<file path="src/rtl/reg_bank_pkg.sv">
// Shared constants, register-mode encoding and mask decode for the register bank.
package reg_bank_pkg;

  localparam int DataW = 32;
  localparam int BeW   = 4;

  typedef enum logic [1:0] {
    RegRW  = 2'd0,
    RegRO  = 2'd1,
    RegW1C = 2'd2
  } reg_mode_e;

  // Read-only takes precedence; the masks are not expected to overlap.
  function automatic reg_mode_e reg_mode_of(input logic [31:0] ro_mask,
                                            input logic [31:0] w1c_mask,
                                            input int          idx);
    if (ro_mask[idx]) begin
      return RegRO;
    end else if (w1c_mask[idx]) begin
      return RegW1C;
    end else begin
      return RegRW;
    end
  endfunction

endpackage

</file>
<file path="src/rtl/reg_bank_word.sv">
// One 32-bit register: byte-enabled write (RW), write-1-to-clear with hardware set (W1C),
// or a pass-through of hardware status (RO). Emits a one-cycle write strobe.
module reg_bank_word
  import reg_bank_pkg::*;
#(
  parameter reg_mode_e         Mode     = RegRW,
  parameter logic [DataW-1:0]  ResetVal = '0
) (
  input  logic             clk_i,
  input  logic             rst_i,
  input  logic             we_i,
  input  logic [DataW-1:0] wdata_i,
  input  logic [BeW-1:0]   be_i,
  input  logic [DataW-1:0] hw_status_i,
  input  logic [DataW-1:0] hw_set_i,
  output logic [DataW-1:0] q_o,
  output logic             qe_o
);

  logic [DataW-1:0] value_r;
  logic [DataW-1:0] next_s;
  logic [DataW-1:0] bmask_s;
  logic             qe_r;
  logic             unused_s;

  // Expand byte enables into a per-bit mask.
  always_comb begin
    bmask_s = '0;
    for (int b = 0; b < BeW; b++) begin
      bmask_s[b*8 +: 8] = {8{be_i[b]}};
    end
  end

  // Next stored value; for W1C the hardware set is applied last so it wins over a clear.
  always_comb begin
    next_s = value_r;
    case (Mode)
      RegRW: begin
        if (we_i) begin
          next_s = (value_r & ~bmask_s) | (wdata_i & bmask_s);
        end else begin
          next_s = value_r;
        end
      end
      RegW1C: begin
        if (we_i) begin
          next_s = (value_r & ~(wdata_i & bmask_s)) | hw_set_i;
        end else begin
          next_s = value_r | hw_set_i;
        end
      end
      default: next_s = value_r;
    endcase
  end

  // Storage and write strobe; RO registers never strobe.
  always_ff @(posedge clk_i or posedge rst_i) begin
    if (rst_i) begin
      value_r <= ResetVal;
      qe_r    <= 1'b0;
    end else begin
      value_r <= next_s;
      qe_r    <= we_i && (Mode != RegRO);
    end
  end

  assign q_o      = (Mode == RegRO) ? hw_status_i : value_r;
  assign qe_o     = qe_r;
  assign unused_s = ^{hw_status_i, hw_set_i};

endmodule

</file>
<file path="src/rtl/reg_bank.sv">
// Parametrised memory-mapped register bank with single-entry response register,
// decode-error responses, per-register write strobes and a W1C event interrupt.
module reg_bank
  import reg_bank_pkg::*;
#(
  parameter int                         NumRegs  = 4,
  parameter int                         AW       = 7,
  parameter logic [NumRegs-1:0]         RoMask   = '0,
  parameter logic [NumRegs-1:0]         W1cMask  = '0,
  parameter logic [NumRegs*DataW-1:0]   ResetVal = '0
) (
  input  logic                       clk_i,
  input  logic                       rst_i,
  input  logic                       req_valid_i,
  output logic                       req_ready_o,
  input  logic                       req_we_i,
  input  logic [AW-1:0]              req_addr_i,
  input  logic [DataW-1:0]           req_wdata_i,
  input  logic [BeW-1:0]             req_be_i,
  output logic                       rsp_valid_o,
  input  logic                       rsp_ready_i,
  output logic [DataW-1:0]           rsp_rdata_o,
  output logic                       rsp_err_o,
  input  logic [NumRegs*DataW-1:0]   hw_status_i,
  input  logic [NumRegs*DataW-1:0]   hw_set_i,
  output logic [NumRegs*DataW-1:0]   reg_q_o,
  output logic [NumRegs-1:0]         reg_qe_o,
  output logic                       irq_o
);

  localparam int                IdxW       = AW - 2;
  localparam logic [31:0]       RoMaskExt  = 32'(RoMask);
  localparam logic [31:0]       W1cMaskExt = 32'(W1cMask);
  localparam logic [IdxW:0]     NumRegsW   = (IdxW + 1)'(NumRegs);

  logic [IdxW-1:0]            index_s;
  logic                       dec_err_s;
  logic                       ready_s;
  logic                       accept_s;
  logic [NumRegs-1:0]         wr_en_s;
  logic [NumRegs*DataW-1:0]   q_s;
  logic [DataW-1:0]           rd_s;
  logic                       irq_s;
  logic                       rsp_valid_r;
  logic [DataW-1:0]           rsp_rdata_r;
  logic                       rsp_err_r;
  logic                       unused_s;

  assign index_s   = req_addr_i[AW-1:2];
  assign dec_err_s = ({1'b0, index_s} >= NumRegsW);
  assign ready_s   = !rst_i && (!rsp_valid_r || rsp_ready_i);
  assign accept_s  = req_valid_i && ready_s;

  for (genvar i = 0; i < NumRegs; i++) begin : g_word
    localparam reg_mode_e Mode = reg_mode_of(RoMaskExt, W1cMaskExt, i);

    assign wr_en_s[i] = accept_s && req_we_i && !dec_err_s && (index_s == IdxW'(i));

    reg_bank_word #(
      .Mode     (Mode),
      .ResetVal (ResetVal[i*DataW +: DataW])
    ) u_word (
      .clk_i       (clk_i),
      .rst_i       (rst_i),
      .we_i        (wr_en_s[i]),
      .wdata_i     (req_wdata_i),
      .be_i        (req_be_i),
      .hw_status_i (hw_status_i[i*DataW +: DataW]),
      .hw_set_i    (hw_set_i[i*DataW +: DataW]),
      .q_o         (q_s[i*DataW +: DataW]),
      .qe_o        (reg_qe_o[i])
    );
  end

  // Read mux over current register values; out-of-range indices select nothing.
  always_comb begin
    rd_s = '0;
    for (int i = 0; i < NumRegs; i++) begin
      rd_s = rd_s | ((index_s == IdxW'(i)) ? q_s[i*DataW +: DataW] : {DataW{1'b0}});
    end
  end

  // Interrupt is the OR of every bit held in W1C registers.
  always_comb begin
    irq_s = 1'b0;
    for (int i = 0; i < NumRegs; i++) begin
      irq_s = irq_s | ((reg_mode_of(RoMaskExt, W1cMaskExt, i) == RegW1C) && (|q_s[i*DataW +: DataW]));
    end
  end

  // Single held response: loaded on acceptance, dropped on consumption or reset.
  always_ff @(posedge clk_i or posedge rst_i) begin
    if (rst_i) begin
      rsp_valid_r <= 1'b0;
      rsp_rdata_r <= '0;
      rsp_err_r   <= 1'b0;
    end else if (accept_s) begin
      rsp_valid_r <= 1'b1;
      rsp_err_r   <= dec_err_s;
      rsp_rdata_r <= (req_we_i || dec_err_s) ? {DataW{1'b0}} : rd_s;
    end else if (rsp_ready_i) begin
      rsp_valid_r <= 1'b0;
    end
  end

  assign req_ready_o = ready_s;
  assign rsp_valid_o = rsp_valid_r;
  assign rsp_rdata_o = rsp_rdata_r;
  assign rsp_err_o   = rsp_err_r;
  assign reg_q_o     = q_s;
  assign irq_o       = irq_s;
  assign unused_s    = ^req_addr_i[1:0];

endmodule

</file>
<file path="config.mk">
export PLATFORM = sky130hd
export DESIGN_NAME = reg_bank
export DESIGN_NICKNAME = d
export VERILOG_FILES = /design/src/rtl/reg_bank_pkg.sv /design/src/rtl/reg_bank_word.sv /design/src/rtl/reg_bank.sv
export SDC_FILE = /design/constraint.sdc
export NUM_CORES = 1
export LEC_CHECK = 0
export BUFFER_PORTS_ARGS = -buffer_cell sky130_fd_sc_hd__buf_4
export CELL_PAD_IN_SITES_DETAIL_PLACEMENT = 2
export CELL_PAD_IN_SITES_GLOBAL_PLACEMENT = 2
export CORE_AREA = 2 2 183 185
export CTS_CLUSTER_DIAMETER = 200
export DETAILED_ROUTE_END_ITERATION = 16
export DIE_AREA = 0 0 185 187
export PLACE_DENSITY = 0.83
export RECOVER_POWER = 25
export SLEW_MARGIN = 25
export SYNTH_ARGS = -nofsm -noshare
export SYNTH_HDL_FRONTEND = slang
export SYNTH_HIERARCHICAL = 1
export SYNTH_SLANG_ARGS = --single-unit
</file>
<file path="constraint.sdc">
create_clock -name clk_i -period 1.88 [get_ports clk_i]
set_clock_uncertainty 0.2 [all_clocks]
set_input_delay 0.282 -clock clk_i [delete_from_list [all_inputs] [get_ports clk_i]]
set_output_delay 0.282 -clock clk_i [all_outputs]
set_load 0.005 [all_outputs]
</file>
==> summary.md <==
| Metric | Value |
|---|---|
| CTS buffer count | 17 |
| Commonest non-fill, non-tap cell in the layout | buf_4 |
| Crit-path max FO | 8 |
| WL per Instance | approximately 24 um |
| Worst-skew pair later-pin latency | approximately 0.44 ns |
| Dpl hpwl | 19.5 mm |
| Crit path required time | 2.00 ns |
| GRT Overall Usage | 0.165 |
| Post-DRT Antenna Nets | 0 |
| CP startpoint kind | register |
| Yosys reg bits | 166 |
| Row count | 67 |
| Most frequent cells in the layout | buf_4, dfrtp_1, mux2_2 |
| Crit. End Element | register |
| Fin cells | 1165 |
| Switching part of the total power | 0.259 |
| DRT iter0 DRCs | 197 |
| Clock network fraction of total power | 0.418 |
| CP arrival | between 2 and 2.5 ns |
| Seq pwr share | 0.470 |
| Total die area | between 30000 and 40000 sq um |
| LEAKAGE | 5.35 nW |
| Final Worst Setup Slack | -0.273 ns |
| Post-CTS Hold Fix Bufs | 33 |
| Critical Setup Path Class | register to register |
| Initial core utilization | 0.212 |
| Mapped Area | 6960 sq um |
| Largest net degree at the start of global routing | 36 |
| Routed vias | 5062 |
| Routability congestion estimate from global placement | between 0.7 and 0.8 |
| DIE WIDTH | 185 um |
| Root Buffer Master | clkbuf_16 |
| Int Pwr | ~6 mW |
| Longest Clk Path Bufs | 2 |
| Syn Nets | 722 |
| Fmax | between 400 and 500 MHz |
| Slew @ Worst Pin | ~0.61 ns |
| Worst hold slack | -0.125 ns |
| Comb pwr share | 0.111 |
| Routed WL | roughly 28 mm |
| Final period util | 1.15 |
| CTS tree | built |
| Fin crit period | 2.15 ns |
| Core Region | about 33000 sq um |
| RSZ-0062 raised after global routing | yes |
| Nets | 1008 |
| Post-DR vias/cell | 4.35 |
| Number of cells on the worst reg-to-reg path | 8 |
| Failing checks | negative hold slack, negative setup slack |
| Post-synthesis sequential area ratio | 0.596 |
| First-pass GRT wire length | 41.2 mm |
| Final setup fails | 128 |
| DRT Pass-1 Iters | 4 |
| Reg2reg start | rsp_valid_o |
| Synth warnings | 6 |
| Vias in the first global route | 6034 |
| Cells after DPL | 1094 |
| VDD IR max | 0.000565 V |
| Syn Area/Cell | 16.7 sq um |
| Library cells used by synthesis | 27 |
| # port buffers | 212 |
| Mapped Cells | 418 |
| Status | finished, violations left |
| IO Pins | 472 |
| Clock sink total | around 170 |
| Initial antenna violation count | 1 |
| Clock-pin slew on the worst setup and hold paths | about 0.07 ns |
| Sw Pwr | between 2 and 2.5 mW |
| Hold Vio Cnt, Final | 34 |
| Reg2reg setup slack | -0.27 ns |
| Die Y | about 190 um |
| Share of cells above drive strength 1 | 0.635 |
| Relative slew slack | 0.595 |
| Pwr per Cell Area | approximately 770 nW/um^2 |
| Max cap viols | 0 |
| Htree depth | 4 |
| Area grow syn2layout | 51.6% |
| Hold crit path type | primary input to asynchronous set/reset pin |
| Remaining DRCs | 0 |
| Congestion Overflow GR | 0 |
| Max-slew violations | 0 |
## cell families after synthesis
group / after synthesis / synth area share
multiplexers: 160 / 0.310
AO/OA/AOI/OAI: 35 / 0.0431
flip-flops: 166 / 0.596
AND/OR/NAND/NOR: 34 / 0.0296
other: 1 / 0.000538
buffers and inverters: 22 / 0.0201
## per-layer routing
metal / vias to the layer above / track usage / part of all wire
met5: - / 0 / 0
met4: 0 / 0.0415 / 0.012
met3: 24 / 0.0734 / 0.093
met2: 204 / 0.267 / 0.48
met1: 2684 / 0.200 / 0.42
li1: 2150 / - / -
## critical path: stages, from the launching register on
cell and delay (ns):
dfrtp_1 0.41, nand2b_1 0.12, and2_4 0.19, nand4_1 0.13
buf_6 0.18, nor3_4 0.17, buf_6 0.21, nand2_8 0.10
mux2_4 0.32
## Yosys cell counts (all sizes together)
cell type | count | area, sq um
dfrtp | 166 | 4150
mux2 | 128 | 1440
a22o | 32 | 280
mux4 | 30 | 698
nand2 | 20 | 115
buf | 10 | 95.1
inv | 7 | 26.3
clkbuf | 5 | 18.8
nor3 | 5 | 30.0
nand3 | 3 | 20.0
mux2i | 2 | 20.0
o211ai | 2 | 15.0
and2 | 1 | 6.26
conb | 1 | 3.75
nand2b | 1 | 6.26
nand4 | 1 | 6.26
nor2 | 1 | 3.75
nor2b | 1 | 6.26
nor3b | 1 | 12.5
o21ai | 1 | 5.00
## power groups by stage
stage | Sequential [mW] | Clock (mW) | Combinational [mW]
after floorplan | 3.86 | 0 | 0.314
after global placement | 3.88 | 0 | 0.797
after detailed placement | 3.89 | 0 | 0.830
after CTS | 3.82 | 3.50 | 0.924
after global routing | 3.84 | 3.64 | 0.978
final | 3.82 | 3.40 | 0.906
## area by class of cell
type / instances / area (sq um)
Sequential cell: 166 / 4150
Multi-Input combinational cell: 230 / 2900
Clock buffer: 19 / 433
Clock inverter: 12 / 121
Timing Repair Buffer: 282 / 2360
Tap cell: 448 / 561
Inverter: 7 / 30.0
Antenna cell: 1 / 2.50
Fill cell: 3420 / 22300
## per-stage QoR
stage | power, mW | TNS (ns) | area, sq um | utilization | setup WS (ns)
5_1_grt | 8.46 | -43.77 | 10600 | 0.321 | -0.395
2_1_floorplan | 4.17 | -50.12 | 6990 | - | -0.392
6_report | 8.13 | -28.20 | 10600 | 0.321 | -0.273
4_1_cts | 8.25 | -37.08 | 10500 | 0.318 | -0.296
3_3_place_gp | 4.67 | -65.49 | 9350 | 0.285 | -0.499
3_5_place_dp | 4.72 | -68.00 | 9350 | 0.285 | -0.530
## what timing repair did
| item | 4_1_cts | 5_1_grt |
|---|---|---|
| hold endpoints to repair | 194 | 34 |
| resized for setup | 36 | 12 |
| gates cloned | 0 | 2 |
| pin swaps | 13 | 5 |
| setup endpoints to repair | 129 | 163 |
| buffers inserted | 5 | 5 |
## worst max path at each step
stage / startpoint / end / slack (ns) / depth (start not counted)
after floorplan: rst_i / register / -0.39 / 6
after global placement: rsp_valid_o / register / -0.50 / 8
after detailed placement: rsp_ready_i / register / -0.53 / 9
after CTS: rsp_valid_o / register / -0.30 / 8
after global routing: rsp_valid_o / register / -0.39 / 8
final: rsp_valid_o / register / -0.27 / 8
(Power assumes the default switching activity.)
